### src/rtl/seg7_scan_mux.sv
// Time-multiplexes NUM_DIG 7-segment patterns onto one shared bus with one-hot digit enables,
// a blank gap at the start of each slot, and a frame tick. Optional macro: SCAN_BRIGHT_EN (duty control).
module seg7_scan_mux #(
  parameter int         NUM_DIG   = 3,
  parameter int         SCAN_DIV  = 16,
  parameter int         BLANK_CYC = 2,
  parameter logic [6:0] SEG_OFF   = 7'b1111111
) (
  input  logic                       clk,
  input  logic                       rst,
  input  logic                       en,
  input  logic [7*NUM_DIG-1:0]       seg_in,
  input  logic [NUM_DIG-1:0]         dpt_in,
`ifdef SCAN_BRIGHT_EN
  input  logic [2:0]                 bright,
`endif
  output logic [6:0]                 seg_out,
  output logic                       dpt_out,
  output logic [NUM_DIG-1:0]         dig_sel,
  output logic [$clog2(NUM_DIG)-1:0] scan_idx,
  output logic                       frame_tick
);

  localparam int K_W   = $clog2(SCAN_DIV);
  localparam int IDX_W = $clog2(NUM_DIG);
  localparam logic [K_W-1:0]   K_LAST   = K_W'(SCAN_DIV - 1);
  localparam logic [IDX_W-1:0] IDX_LAST = IDX_W'(NUM_DIG - 1);

  // First slot count (exclusive) at which the digit goes dark again for a duty level 0..7.
  function automatic int show_end(input logic [2:0] level);
    show_end = BLANK_CYC + (((SCAN_DIV - BLANK_CYC) * (int'(level) + 1)) >> 3);
  endfunction

  logic [K_W-1:0]   k;
  logic [K_W-1:0]   k_n;
  logic [IDX_W-1:0] idx_n;
  logic [2:0]       level_n;
  logic             run;
  logic             show_n;
  logic             enter_n;
  logic             tick_n;
  logic [6:0]       seg_sel;
  logic             dpt_sel;

`ifdef SCAN_BRIGHT_EN
  logic [2:0] bright_q;
`endif

  always_comb begin
    run     = en && !rst;
    k_n     = '0;
    idx_n   = '0;
    if (run) begin
      if (k == K_LAST) begin
        k_n   = '0;
        idx_n = (scan_idx == IDX_LAST) ? '0 : scan_idx + 1'b1;
      end else begin
        k_n   = k + 1'b1;
        idx_n = scan_idx;
      end
    end
`ifdef SCAN_BRIGHT_EN
    level_n = (k_n == '0) ? bright : bright_q;
`else
    level_n = 3'd7;
`endif
    show_n  = run && (int'(k_n) >= BLANK_CYC) && (int'(k_n) < show_end(level_n));
    // A slot's first SHOW cycle captures; the dig_sel==0 term covers the first slot after a
    // restart when BLANK_CYC=0, whose k=0 cycle was forced dark.
    enter_n = show_n && ((int'(k_n) == BLANK_CYC) || (dig_sel == '0));
    tick_n  = run && (k_n == K_LAST) && (idx_n == IDX_LAST);
    seg_sel = seg_in[7*int'(idx_n) +: 7];
    dpt_sel = dpt_in[idx_n];
  end

  // ---- registered scan state and display outputs ----
  always_ff @(posedge clk) begin
    if (rst) begin
      k          <= '0;
      scan_idx   <= '0;
      seg_out    <= SEG_OFF;
      dpt_out    <= 1'b1;
      dig_sel    <= '0;
      frame_tick <= 1'b0;
    end else begin
      k          <= k_n;
      scan_idx   <= idx_n;
      frame_tick <= tick_n;
      dig_sel    <= show_n ? (NUM_DIG'(1) << idx_n) : '0;
      if (enter_n) begin
        seg_out <= seg_sel;
        dpt_out <= ~dpt_sel;  // dot request is active-high, the shared dot line is active-low
      end else if (!show_n) begin
        seg_out <= SEG_OFF;
        dpt_out <= 1'b1;
      end
    end
  end

`ifdef SCAN_BRIGHT_EN
  always_ff @(posedge clk) begin
    if (rst || (k_n == '0)) bright_q <= bright;
  end
`endif

endmodule

### config.mk
export PLATFORM = sky130hd
export DESIGN_NAME = seg7_scan_mux
export DESIGN_NICKNAME = d
export VERILOG_FILES = /design/src/rtl/seg7_scan_mux.sv
export SDC_FILE = /design/constraint.sdc
export NUM_CORES = 1
export LEC_CHECK = 0
export ABC_AREA = 1
export CAP_MARGIN = 5
export CELL_PAD_IN_SITES_DETAIL_PLACEMENT = 1
export CELL_PAD_IN_SITES_GLOBAL_PLACEMENT = 1
export CORE_ASPECT_RATIO = 0.9
export CORE_UTILIZATION = 32
export DETAILED_ROUTE_END_ITERATION = 10
export PLACE_DENSITY = 0.88
export SYNTH_ARGS = -nofsm -noshare
export SYNTH_HDL_FRONTEND = slang
export SYNTH_SLANG_ARGS = --single-unit
export TNS_END_PERCENT = 10
### constraint.sdc
create_clock -name clk -period 2.55 [get_ports clk]
set_clock_uncertainty 0.1 [all_clocks]
set_input_delay 0.51 -clock clk [delete_from_list [all_inputs] [get_ports clk]]
set_output_delay 0.51 -clock clk [all_outputs]
set_load 0.02 [all_outputs]
==> results.toml <==
[power]
vdd_drop_max_mv = 0.232
fin_total_pwr_w = 0.000628
p_per_area_nw_per_um2 = 401
p_leak_nw = 0.764

[cts]
numCtsBuffers = 3
clk_path_buf_depth = 2
post_cts_resize_count = 0
root_buffer = "clkbuf_8"
cts_htree_levels = 1
clkSlewWorstSetupHoldPaths_ns = 0.07
cts_sinks = 18
cts_tree = "built"
clock_latency_ns = 0.26
cts_setup_buffers = 0
hold_buffers = 0

[drt]
routed_wl_mm = 3.07
detail-route-antenna-nets = 0
dr.pass1.iters = 4
avgViaCountPerCell = 4.77
dr.first_iter.drc_count = 24
vias = 1149
drc = 0
routedWlPerCell_um = 12.7

[finish]
filler_cell_count = 427
fin_area_um2 = 1570
syn_to_final_growth_pct = 44.0
antennaDiodeCount = 0
fin_nets = 228
post_route_cells_drive_above_1_share_pct = 11.1

[grt]
grt_max_degree = 19
grt_pass1_vias = 1219
grt_overflow_total = 0
antenna_found_initial = 0
grt_pass1_wl_mm = 5.27
grt_usage_pct = 18.5

[logic_synthesis]
synth.avg_cell_area_um2 = 6.88
ys_types = 22
yosys.area.top_type = "dfxtp_1"
syn_inst = 158
ys_seq_area_share_pct = 33.1
synth_edf_count = 0
synth_ff_type = "dfxtp_1"
synth_warnings = 0
async_reset_ff_share_pct = 0
synth_area_leaders = "dfxtp_1, nand3_1, nand2_1, inv_1, nand3_2"
synth_most_common_cell = "nand3_1"
ys_top_cells_by_count = "nand3_1, nand2_1, inv_1"
syn_nets = 186
ys_seq_elements = 18
synth_top_area_share_pct = 33.1
syn-cell-area_um2 = 1090

[sta]
rsz0062_at_grt = "no"
fin_setup_tns_ns = 0
period_share_pct = 77.7
setup_viol = 0
relSlewSlack_pct = 73.3
timing.hold.ws_ns = 0.410
finalHoldViolations = 0
fin_crit_ns = 1.98
max_freq_mhz = 505
worstMarginPinSlew_ns = 0.401
drv_slew = 0

[setup_path]
cp.arrival_ns = 2.03
worstRegToRegCells = 9
regToRegStartpoint = "k[0]"
path_max_fanout = 12
reg2reg_to = "seg_out[6]"
worstPathRequired_ns = 2.60
critPathLaunchType = "input pin"
crit_type = "in2reg"
worstSetupEndpointType = "flop"
r2r_setup_slack_ns = 0.75

[floorplanning]
die_h_um = 57.3
die_x_um = 63.4
rows = 19
ios = 41
core_area_um2 = 3140
start_util_pct = 34.6
die_area_um2 = 3640

[worst_hold_path]
holdPathEnd = "seg_out[4]"
hold_depth = 2
hold_start = "seg_out[4]"
worstHoldPathType = "reg2reg"

[placed_design]
placed_area_um2 = 1510
gp_congestion = 0.809
port_buffers = 40
dp_hpwl_mm = 2.47

[run_status]
status = "completed"

[job]
drv_cap = 0
==> worst max path at each step <==
stage	from	endpoint	slack, ns	cells past startpoint
after floorplan	en	dpt_out	1.02	10
after CTS	rst	seg_out[0]	0.56	11
after detailed placement	en	seg_out[6]	0.31	10
after global routing	en	seg_out[6]	0.41	10
after global placement	en	seg_out[6]	0.44	10
final	en	seg_out[6]	0.57	10
==> registers in the layout, summed over array words and instances, names as in the netlist <==
register	flops
seg_out	7
k	4
dpt_out	1
dig_sel	3
frame_tick	1
scan_idx	2
==> worst max-delay path, stage by stage <==
cell             delay, ns
clkdlybuf4s50_1       0.48
inv_1                 0.07
nor2_4                0.14
nand2_2               0.09
inv_1                 0.10
nand3_2               0.15
nand3_2               0.25
nand3_1               0.12
nand2_1               0.08
nand2_1               0.05
==> cell usage in the layout, fill, tap and decap left out <==
| master | count |
|---|---|
| ha_1 | 1 |
| clkbuf_8 | 4 |
| inv_1 | 32 |
| nor3_1 | 2 |
| inv_2 | 1 |
| nor2_1 | 4 |
| clkdlybuf4s50_1 | 40 |
| nand4_1 | 2 |
| buf_4 | 1 |
| nand3_2 | 4 |
| nor2_2 | 1 |
| nand3_4 | 2 |
| nand3_1 | 40 |
| nand2_4 | 3 |
| nand2_2 | 3 |
| dfxtp_1 | 18 |
| nand2_1 | 36 |
| nor2_4 | 2 |
| nand3b_1 | 1 |
| or3_1 | 1 |
| nor3_2 | 1 |
==> cell type report <==
cell class	count	area [um^2]	area share, %
Multi-Input combinational cell	103	566	36.1
Clock buffer	4	55.1	3.52
Timing Repair Buffer	41	408	26.1
Sequential cell	18	360	23.0
Tap cell	42	52.6	3.36
Inverter	33	124	7.91
==> metrics by stage <==
stage	setup WS, ns	util, %	cells
global route	0.411	49.9	241
CTS	0.560	49.9	241
detailed placement	0.305	48.1	237
global placement	0.441	48.1	237
floorplan	1.02	-	158
finish	0.569	49.9	241
==> cells by family after synthesis <==
group	count (synthesis)	synth area share, %
simple gates	102	50.9
fa+ha+maj	1	1.15
flops	18	33.1
buf+inv	37	14.8
==> power breakdown <==
part           leakage, nW  switching (W)  internal [W]  total, W
logic                0.589      0.0000457     0.0000573  0.000103
clock network       0.0288      0.0000980      0.000137  0.000235
registers            0.146     0.00000358      0.000286  0.000290
total                0.764       0.000147      0.000481  0.000628
==> layer usage <==
layer	share of wire [%]	vias to the layer above	GRT usage, %	wire length [um]
met5	0	-	0	0
met4	1.4	0	4.22	44
met3	4.5	7	3.60	137
met2	52	31	35.9	1610
met1	42	529	20.6	1280
li1	-	582	-	-
Note: power is estimated with default switching activity, not from simulation.
